$ cat config.mk
export PLATFORM = sky130hd
export DESIGN_NAME = period_meter
export DESIGN_NICKNAME = d
export VERILOG_FILES = /design/src/rtl/period_meter.sv
export SDC_FILE = /design/constraint.sdc
export NUM_CORES = 1
export LEC_CHECK = 0
export BUFFER_PORTS_ARGS = -buffer_cell sky130_fd_sc_hd__buf_2
export CAP_MARGIN = 20
export CORE_UTILIZATION = 53
export CTS_CLUSTER_DIAMETER = 30
export DETAILED_ROUTE_END_ITERATION = 10
export PLACE_DENSITY = 0.75
export SKIP_LAST_GASP = 1
export SLEW_MARGIN = 20
export SYNTH_ARGS = -nofsm -noshare
export SYNTH_HDL_FRONTEND = slang
export SYNTH_SLANG_ARGS = --single-unit
$ cat constraint.sdc
create_clock -name clk_in -period 2.45 [get_ports clk_in]
set_clock_uncertainty 0.2 [all_clocks]
set_input_delay 0.245 -clock clk_in [delete_from_list [all_inputs] [get_ports clk_in]]
set_output_delay 0.245 -clock clk_in [all_outputs]
set_load 0.02 [all_outputs]
$ cat src/rtl/period_meter.sv
`default_nettype none
// ============================================================================
//  Module      : period_meter
//  Description : Measures the period and high time of a slow asynchronous
//                square wave in clk_in cycles. Reports a fresh measurement
//                with a one-cycle valid pulse on every rising edge after the
//                first, and raises a sticky timeout flag when no rising edge
//                arrives within TIMEOUT cycles.
//  Revision    : 1.0 - initial release
// ============================================================================
module period_meter #(
    parameter int unsigned      WIDTH   = 28,
    parameter logic [WIDTH-1:0] TIMEOUT = 28'd200000000
) (
    input  logic             clk_in,
    input  logic             rst,
    input  logic             sig_in,
    output logic [WIDTH-1:0] period,
    output logic [WIDTH-1:0] high_time,
    output logic             valid,
    output logic             timeout,
    output logic             active
);

    // Last count value before the input is declared lost.
    localparam logic [WIDTH-1:0] TIMEOUT_M1 = TIMEOUT - 1'b1;
    localparam logic [WIDTH-1:0] CNT_ONE    = {{(WIDTH-1){1'b0}}, 1'b1};

    typedef enum logic [0:0] {
        ST_IDLE    = 1'b0,
        ST_MEASURE = 1'b1
    } state_t;

    // ------------------------------------------------------------------------
    // State
    // ------------------------------------------------------------------------
    state_t           state_q,     state_d;

    // Synchroniser chain: s2 is the synchronised level, s3 its one-cycle-old
    // copy used only for edge detection.
    logic             s1_q,        s1_d;
    logic             s2_q,        s2_d;
    logic             s3_q,        s3_d;

    // cnt: cycles since last rise; hcnt: high cycles since last rise;
    // hlat: high count frozen at the falling edge of the current period.
    logic [WIDTH-1:0] cnt_q,       cnt_d;
    logic [WIDTH-1:0] hcnt_q,      hcnt_d;
    logic [WIDTH-1:0] hlat_q,      hlat_d;

    // Registered outputs.
    logic [WIDTH-1:0] period_q,    period_d;
    logic [WIDTH-1:0] high_time_q, high_time_d;
    logic             valid_q,     valid_d;
    logic             timeout_q,   timeout_d;
    logic             active_q,    active_d;

    logic             w_rise;
    logic             w_fall;

    // Edge detection on the synchronised level.
    always_comb begin
        w_rise = s2_q & ~s3_q;
        w_fall = ~s2_q & s3_q;
    end

    // Next-state logic for the synchroniser, counters, FSM and outputs.
    always_comb begin
        s1_d        = sig_in;
        s2_d        = s1_q;
        s3_d        = s2_q;
        state_d     = state_q;
        cnt_d       = cnt_q;
        hcnt_d      = hcnt_q;
        hlat_d      = hlat_q;
        period_d    = period_q;
        high_time_d = high_time_q;
        valid_d     = 1'b0;
        timeout_d   = timeout_q;

        case (state_q)
            ST_IDLE: begin
                // First rise only arms the measurement; there is no
                // complete period to report yet. The rise cycle itself is
                // the first high cycle of the new period.
                if (w_rise) begin
                    cnt_d   = '0;
                    hcnt_d  = CNT_ONE;
                    hlat_d  = '0;
                    state_d = ST_MEASURE;
                end
            end

            ST_MEASURE: begin
                if (w_rise) begin
                    // A rise wins over a coincident timeout, so a period of
                    // exactly TIMEOUT cycles is still reported.
                    period_d    = cnt_q + 1'b1;
                    high_time_d = hlat_q;
                    valid_d     = 1'b1;
                    timeout_d   = 1'b0;
                    cnt_d       = '0;
                    hcnt_d      = CNT_ONE;
                end else if (cnt_q == TIMEOUT_M1) begin
                    // Input lost: keep the last measurement, flag it, and
                    // require a fresh arming rise.
                    timeout_d = 1'b1;
                    state_d   = ST_IDLE;
                end else begin
                    cnt_d = cnt_q + 1'b1;
                    if (s2_q) begin
                        hcnt_d = hcnt_q + 1'b1;
                    end
                    if (w_fall) begin
                        hlat_d = hcnt_q;
                    end
                end
            end

            default: begin
                state_d = ST_IDLE;
            end
        endcase

        active_d = (state_d == ST_MEASURE);
    end

    // All state flops with synchronous active-high reset.
    always_ff @(posedge clk_in) begin
        if (rst) begin
            state_q     <= ST_IDLE;
            s1_q        <= 1'b0;
            s2_q        <= 1'b0;
            s3_q        <= 1'b0;
            cnt_q       <= '0;
            hcnt_q      <= '0;
            hlat_q      <= '0;
            period_q    <= '0;
            high_time_q <= '0;
            valid_q     <= 1'b0;
            timeout_q   <= 1'b0;
            active_q    <= 1'b0;
        end else begin
            state_q     <= state_d;
            s1_q        <= s1_d;
            s2_q        <= s2_d;
            s3_q        <= s3_d;
            cnt_q       <= cnt_d;
            hcnt_q      <= hcnt_d;
            hlat_q      <= hlat_d;
            period_q    <= period_d;
            high_time_q <= high_time_d;
            valid_q     <= valid_d;
            timeout_q   <= timeout_d;
            active_q    <= active_d;
        end
    end

    // Output drive from registered copies.
    always_comb begin
        period    = period_q;
        high_time = high_time_q;
        valid     = valid_q;
        timeout   = timeout_q;
        active    = active_q;
    end

endmodule
`default_nettype wire

# Word-level counts from Yosys, hierarchy flattened
# Cells that the tools add are included.
# totals
regBits	146
inputBits	3
out_inout_bits	59
# op_classes
n_addsub	2
n_eq_ne	7
reduce_logical	7
bitwise	5
n_mux	19
# op_table
cell	count
$mux 28	10
$pmux 28 s2	3
$add 28x1->28 const B	2
$eq 28x28->1 const B	1
$ne 2x2->1 const B	3
$reduce_and 2->1	3
$mux 1	5
$reduce_and 4->1	1
$ne 3x2->1 const B	1
$ne 3x3->1 const B	1
$not 1->1	3
$reduce_and 3->1	1
$and 1x1->1	2
$ne 2x1->1 const B	1
$pmux 1 s2	1
$reduce_bool 2->1	1
$reduce_or 2->1	1

# Depth between registers and ports, before layout
# Gate-level depths: netlist of the first run.
# depth
word_depth	6
depth_mapped	12
depth_no_buf	9

# Worst setup path after synthesis of the first run
# OpenSTA, ideal clock, no wires.
# synth_timing
path_kind	reg-to-reg
start	reg, netlist name active
end	reg hlat_q[10]
period_less_slack_ps	2786
t_arrival_ps	2526
setup_time_ps	60
stages_incl_launch_ff	8
required_time_ps	2190
slack_ps	-336
n_path_buf	1
path_cell_list	dfxtp_1 > clkinv_1 > ha_1 > and3_1 > nand2_1 > nor3_1 > clkbuf_1 > a22o_1
# synth_rtl
element	line_no	rtl
end signal, assigned	150	hlat_q <= hlat_d;
end, declared	49	logic [WIDTH-1:0] hlat_q, hlat_d;

# Final worst setup path of the first run
# layout_timing
start	reg cnt_q[12]
end	reg hlat_q[16]
# layout_between
elab_chain_len	3
# layout_rtl
element	line_no	rtl
start, declared	47	logic [WIDTH-1:0] cnt_q, cnt_d;
start signal, assigned	148	cnt_q <= cnt_d;
$eq 28x28->1	104	end else if (cnt_q == TIMEOUT_M1) begin
$ne 2x2->1 (no line)	-	
$reduce_and 4->1 (no line)	-	
# No other way between the ends.
# A chain may end at the register's enable or synchronous reset.

==> results.sh, run 1 <==
export IMPL_status="finished, violations left"
export IMPL_violations="design-rule violations"
export IMPL_cp_slowest_cell="or4b_4"
export IMPL_cellPowerDensity_nw_per_um2=656
export IMPL_instances_no_fill=969
export IMPL_ys_flop_type="dfxtp_1"
export IMPL_crit_path_start_kind="register"
export IMPL_post_route_period_util=0.990
export IMPL_antenna_found_initial=0
export IMPL_synth_top_family_by_area="simple AND/OR/NAND/NOR gates"
export IMPL_io_buffers=61
export IMPL_drive_gt1_frac=0.241
export IMPL_h_tree_depth=4
export IMPL_holdPathStages=2
export IMPL_die_area_um2=12500
export IMPL_irDropWorstVdd_v=0.000541
export IMPL_muxShareOfSynthArea=0.0471
export IMPL_arrival_ns=2.59
export IMPL_most_common_layout_cells="dfxtp_1, nor2_1, buf_2"
export IMPL_fillers=903
export IMPL_worstPathRequired_ns=2.62
export IMPL_synth_edff_count=0
export IMPL_synthToLayoutAreaGrowth_pct=25.2
export IMPL_post_drt_wl_per_cell_um=16.9
export IMPL_slowest_delay_ns=0.52
export IMPL_fin_area_um2=7970
export IMPL_grt_pass1_wl_um=26000
export IMPL_reg2reg_from="cnt_q[12]"
export IMPL_ys_ff_latch=146
export IMPL_die_h_um=112
export IMPL_setup_violations_final=0
export IMPL_drv_slew=0
export IMPL_hold_end="s3_q"
export IMPL_clock_path_buffers=2
export IMPL_rrSetupSlack_ns=0.02
export IMPL_max_cap_violations=0
export IMPL_antenna_cells=0
export IMPL_firstDrtPassIters=8
export IMPL_final_common_cell="dfxtp_1"
export IMPL_drtIter0Drc=447
export IMPL_grt_max_degree=95
export IMPL_clk_pin_slew_ns=0.06
export IMPL_reg2reg_depth=7
export IMPL_fin_crit_ns=2.43
export IMPL_core_area_um2=11600
export IMPL_cp_top_family="simple AND/OR/NAND/NOR gates"
export IMPL_grt_overflow=0
export IMPL_gp_congestion=0.886
export IMPL_synth_cell_types=52
export IMPL_finalWirelength_um=16400
export IMPL_synth_avg_cell_area_um2=8.82
export IMPL_synth_area_um2=6370
export IMPL_yosys_area_share_simple=0.213
export IMPL_worst_pin_slew_ns=0.639
export IMPL_worstSetupPathType="register to register"
export IMPL_clkSinkCount=146
export IMPL_yosysWarnings=0
export IMPL_start_util=0.551
export IMPL_grt_usage=0.259
export IMPL_finalHoldViolCount=0
export IMPL_critPathLaunch="cnt_q[12]"
export IMPL_dpl_cell_area_um2=7130
export IMPL_die_x_um=112
export IMPL_hp_start="rst"
export IMPL_dp_cells=926
export IMPL_synth_xor_area_share=0.0357
export IMPL_postSynth_asyncResetShare=0
export IMPL_dp_hpwl_um=9890
export IMPL_multi_input_area_um2=3310
export IMPL_synthCells=722
export IMPL_grt_pass1_vias=5336
export IMPL_clkLatencyLatePin_ns=0.42
export IMPL_crit_fanout=7
export IMPL_area_sequential_um2=2940
export IMPL_syn_nets=730
export IMPL_via_count=5829
export IMPL_routed_via_density=6.02
export IMPL_total_leakage_power_nw=2.96
export IMPL_synth_adder_area_share=0.00982
export IMPL_nets=822
export IMPL_clock_fmax_mhz=412
export IMPL_hold_worst_slack_ns=0.0442
export IMPL_cts_root_buffer_cell="clkbuf_16"
export IMPL_drc=8
export IMPL_hold_path_class="input port to register"
export IMPL_cts_tree="done"
export IMPL_antenna_left=0
export IMPL_relSlewSlack=0.572
export IMPL_fp_row_count=39
export IMPL_cts_buffers=17
export IMPL_r2r_end="hlat_q[16]"
export IMPL_seq_area_frac_synth=0.459
export IMPL_synth_compound_area_share=0.192
export IMPL_cp_cell_sequence="or4b_4 > nor4_4 > nand3_2 > a221oi_4 > buf_12 > buf_6 > a22o_1"
export IMPL_rsz0062_at_grt="true"
export IMPL_setup_worst_path_end_class="register"
export IMPL_io_pin_count=62
export IMPL_cp_num_buf_inv=2
[per-layer routing]
metal,vias to the layer above,wire length [um],GRT usage
li1,2814,-,-
met3,38,1030,0.0561
met1,2768,7360,0.348
met4,0,330,0.106
met5,-,0,0
met2,209,7630,0.406
[registers in the layout (all words and copies together) (netlist names)]
register,flops
active,1
cnt_q,28
hcnt_q,28
high_time,28
hlat_q,28
period,28
s1_q,1
s2_q,1
s3_q,1
timeout,1
valid,1
[stage by stage]
step | TNS (ns) | total power (W) | worst slack, ns | util
after floorplan | 0 | 0.00260 | 0.00860 | -
final | 0 | 0.00523 | 0.0238 | 0.689
after global routing | -0.297 | 0.00540 | -0.0428 | 0.689
after global placement | -4.90 | 0.00267 | -0.172 | 0.616
after detailed placement | -8.52 | 0.00268 | -0.269 | 0.616
after CTS | 0 | 0.00523 | 0.0171 | 0.675
[logic make-up after synthesis]
group,Yosys count
simple gates,267
mux,30
compound gates,184
buf+inv,64
flops,146
fa+ha+maj,5
xor+xnor,26
[cells in the mapped netlist, drive strengths merged (2+ instances only)]
master    n  share of area
dfxtp   146           0.46
nor2     83          0.049
nand2    57          0.034
a21oi    45          0.035
clkbuf   44          0.026
o21ai    41          0.032
a211oi   30          0.035
mux2i    30          0.047
a22o     28          0.039
nand3    28          0.023
nor3     17          0.013
nand4    16          0.016
xor2     14          0.019
buf      12          0.012
nand3b   12          0.014
xnor2    12          0.016
o31ai    11          0.013
a31oi    10         0.0098
nor4      9          0.013
and3      8         0.0079
and4      7         0.0096
inv       7         0.0041
nor2b     7         0.0069
or3       7         0.0069
a311oi    5         0.0069
ha        5         0.0098
a21o      4         0.0047
nand4b    4         0.0055
or2       4         0.0039
nor3b     2         0.0024
o21a      2         0.0024
or4       2         0.0024
[report_power, final]
group          internal, W  switching, W
combinational     0.000112      0.000179
sequential         0.00238    0.00000736
clock              0.00155       0.00100
total              0.00404       0.00119
[worst max path at each step]
stage | end | cells past startpoint | slack (ns)
floorplan | cnt_q[16] | 11 | 0.009
global placement | hlat_q[24] | 8 | -0.17
detailed placement | hlat_q[9] | 8 | -0.27
CTS | cnt_q[10] | 10 | 0.02
global route | hcnt_q[20] | 8 | -0.04
finish | hlat_q[16] | 7 | 0.02
[worst reg2reg max path, delay by kind of cell (launching register included)]
kind | cells | cell delay [ns]
AND/OR/NAND/NOR | 3 | 1.01
AO/OA/AOI/OAI | 2 | 0.48
flip-flops | 1 | 0.36
buffers and inverters | 2 | 0.31
[cell type report]
class                      instances  area share
timing repair buffer             128       0.117
clock inverter                    12      0.0166
clock buffer                      19      0.0568
inverter                           8     0.00392
sequential                       146       0.368
multi-input combinational        513       0.415
tap                              143      0.0224
[what timing repair did]
action,CTS,global route
setup endpoints to repair,56,63
hold buffers,1,0
buffers inserted,4,3
cloned,1,3
hold endpoints to repair,1,0
pin swaps,2,25
gates resized for setup,7,23
(Power assumes the default switching activity.)
==> run 2, diff against run 1 <==
- ABC_AREA: not set -> 1
- CORE_UTILIZATION: 53 -> 54
- PLACE_DENSITY: 0.75 -> 0.76
==> results.sh, run 2 <==
export IMPL_cellPowerDensity_nw_per_um2=625
export IMPL_switching_power_w=0.00134
export IMPL_worstSetupPathType="register to register"
export IMPL_synth_cell_types=34
export IMPL_sw_frac_of_total=0.260
export IMPL_final_common_cell="nand2_1"
export IMPL_gp_congestion=0.930
export IMPL_yosysWarnings=0
export IMPL_firstDrtPassIters=6
export IMPL_synthTopCellsByCount="nand2_1, nor2_1, dfxtp_1"
export IMPL_crit_fanout=28
export IMPL_area_sequential_um2=2920
export IMPL_setup_tns_ns=0
export IMPL_seq_area_frac_synth=0.405
export IMPL_synth_avg_cell_area_um2=6.48
export IMPL_clk_pin_slew_ns=0.06
export IMPL_antenna_cells=0
export IMPL_grt_overflow=0
export IMPL_status="complete, no violations"
export IMPL_synth_top_area_frac=0.405
export IMPL_internal_power_w=0.00381
export IMPL_multi_input_area_um2=3590
export IMPL_drv_slew=0
export IMPL_postSynth_asyncResetShare=0
export IMPL_via_count=6961
export IMPL_clkPwrFrac=0.469
export IMPL_hold_path_class="input port to register"
export IMPL_synthToLayoutAreaGrowth_pct=14.2
export IMPL_relSlewSlack=0.587
export IMPL_p_comb_frac=0.058
export IMPL_crit_path_start_kind="register"
export IMPL_clock_path_buffers=2
export IMPL_post_route_util=0.643
export IMPL_rsz0062_at_grt="false"
export IMPL_clkLatencyLatePin_ns=0.43
export IMPL_die_area_um2=13800
export IMPL_synth_area_um2=7220
export IMPL_grt_usage=0.261
export IMPL_die_x_um=118
export IMPL_h_tree_depth=4
export IMPL_drtIter0Drc=568
export IMPL_fp_row_count=41
export IMPL_synth_most_common_cell="nand2_1"
export IMPL_fin_crit_ns=2.13
export IMPL_routed_via_density=5.14
export IMPL_most_common_layout_cells="nand2_1, nor2_1, dfxtp_1"
export IMPL_post_route_period_util=0.867
export IMPL_synth_edff_count=0
export IMPL_worst_pin_slew_ns=0.619
export IMPL_grt_max_degree=83
export IMPL_synthCells=1115
export IMPL_core_area_um2=12800
export IMPL_finalHoldViolCount=0
export IMPL_post_cts_buffers=0
export IMPL_grt_pass1_wl_um=29800
export IMPL_antenna_left=0
export IMPL_post_drt_wl_per_cell_um=12.8
export IMPL_cts_buffers=17
export IMPL_dp_hpwl_um=11800
export IMPL_drc=0
export IMPL_pwr_share_seq=0.473
export IMPL_clkSinkCount=146
export IMPL_grt_pass1_vias=6288
export IMPL_cts_tree="done"
export IMPL_nets=1176
export IMPL_clock_fmax_mhz=471
export IMPL_start_util=0.563
export IMPL_synth_top_area_cell="dfxtp_1"
export IMPL_max_cap_violations=0
export IMPL_fillers=1187
export IMPL_finalWirelength_um=17400
export IMPL_ys_top_cells_by_area="dfxtp_1, nand2_1, nor2_1"
export IMPL_worstPathRequired_ns=2.60
export IMPL_ys_ff_latch=146
export IMPL_antenna_found_initial=0
export IMPL_cts_root_buffer_cell="clkbuf_16"
export IMPL_arrival_ns=2.28
export IMPL_io_pin_count=62
export IMPL_setup_worst_path_end_class="register"
export IMPL_io_buffers=61
export IMPL_ys_flop_type="dfxtp_1"
export IMPL_irDropWorstVdd_v=0.000496
export IMPL_setup_violations_final=0
export IMPL_syn_nets=1123
export IMPL_drive_gt1_frac=0.127
export IMPL_die_h_um=118
export IMPL_total_leakage_power_nw=3.63
-- run 2: changes by cell type in the layout (fill, tap and decap cells not counted), sizes merged, moves of 10 or more --
cell	delta
nand3	+34
nor2	+160
a211oi	-30
nand3b	-10
buf	-45
mux2i	-30
inv	+124
a22o	-28
nand2	+225
o31ai	-11
a21oi	+28
o21ai	+31
-- run 2: through the flow --
step / hold slack (ns) / worst slack, ns / instances / total power (W) / instance area [um2]
final: 0.140 / 0.325 / 1353 / 0.00516 / 8250
after global routing: 0.143 / 0.123 / 1353 / 0.00534 / 8250
after CTS: 0.123 / 0.325 / 1353 / 0.00518 / 8250
after detailed placement: 0.201 / 0.338 / 1320 / 0.00279 / 7690
after global placement: 0.200 / 0.406 / 1320 / 0.00278 / 7690
after floorplan: 0.152 / 0.381 / 1115 / 0.00271 / 7220
-- run 2: cell type report --
class	count	share of cell area
Clock buffer	17	0.0516
Clock inverter	15	0.0149
Inverter	128	0.0582
Multi-Input combinational cell	794	0.435
Sequential cell	146	0.354
Tap cell	172	0.0261
Timing Repair Buffer	81	0.0601
-- run 2: path summary, 6_finish.rpt --
kind	startpoint	end	slack (ns)	cells after the start
hold / removal	rst	cnt_q[7]	0.14	3
hold reg to reg	s1_q	s2_q	0.21	2
setup / recovery	cnt_q[0]	hlat_q[17]	0.32	10
setup reg to reg	cnt_q[0]	hlat_q[17]	0.32	10
-- run 2: kinds of logic (layout without fill, tap and decap cells) --
kind of cell,after synthesis,count (layout),synth area share
AND/OR/NAND/NOR,625,625,0.363
AO/OA/AOI/OAI,152,152,0.110
buffers and inverters,175,241,0.0991
flip-flops,146,146,0.405
XOR/XNOR,12,12,0.0145
adder cells (fa/ha/maj),5,5,0.00866
-- run 2: layer usage --
layer / GRT usage / share of wire / up-vias
li1: - / - / 3610
met2: 0.389 / 0.42 / 253
met4: 0.0897 / 0.011 / 0
met3: 0.0543 / 0.067 / 20
met1: 0.372 / 0.50 / 3078
met5: 0 / 0 / -
-- run 2: worst max-delay path, cell delays in order, from the launching register on --
cell	delay (ns)
dfxtp_1	0.40
ha_1	0.25
nand2_2	0.09
nor2_4	0.13
nand2_4	0.10
nor2_4	0.12
nand3_1	0.14
nand2_2	0.08
buf_4	0.29
nand2_1	0.09
a21oi_1	0.16
-- run 2: what timing repair did --
item | CTS | global route
hold buffers | 1 | 0
resized for setup | 0 | 0
endpoints found under the setup margin | 0 | 0
hold endpoints to repair | 1 | 0
-- run 2: power groups by stage --
stage               registers, W  clock network, W  logic, W
global route             0.00244           0.00256  0.000338
CTS                      0.00244           0.00245  0.000299
detailed placement       0.00249                 0  0.000296
floorplan                0.00250                 0  0.000210
finish                   0.00244           0.00242  0.000300
global placement         0.00249                 0  0.000291
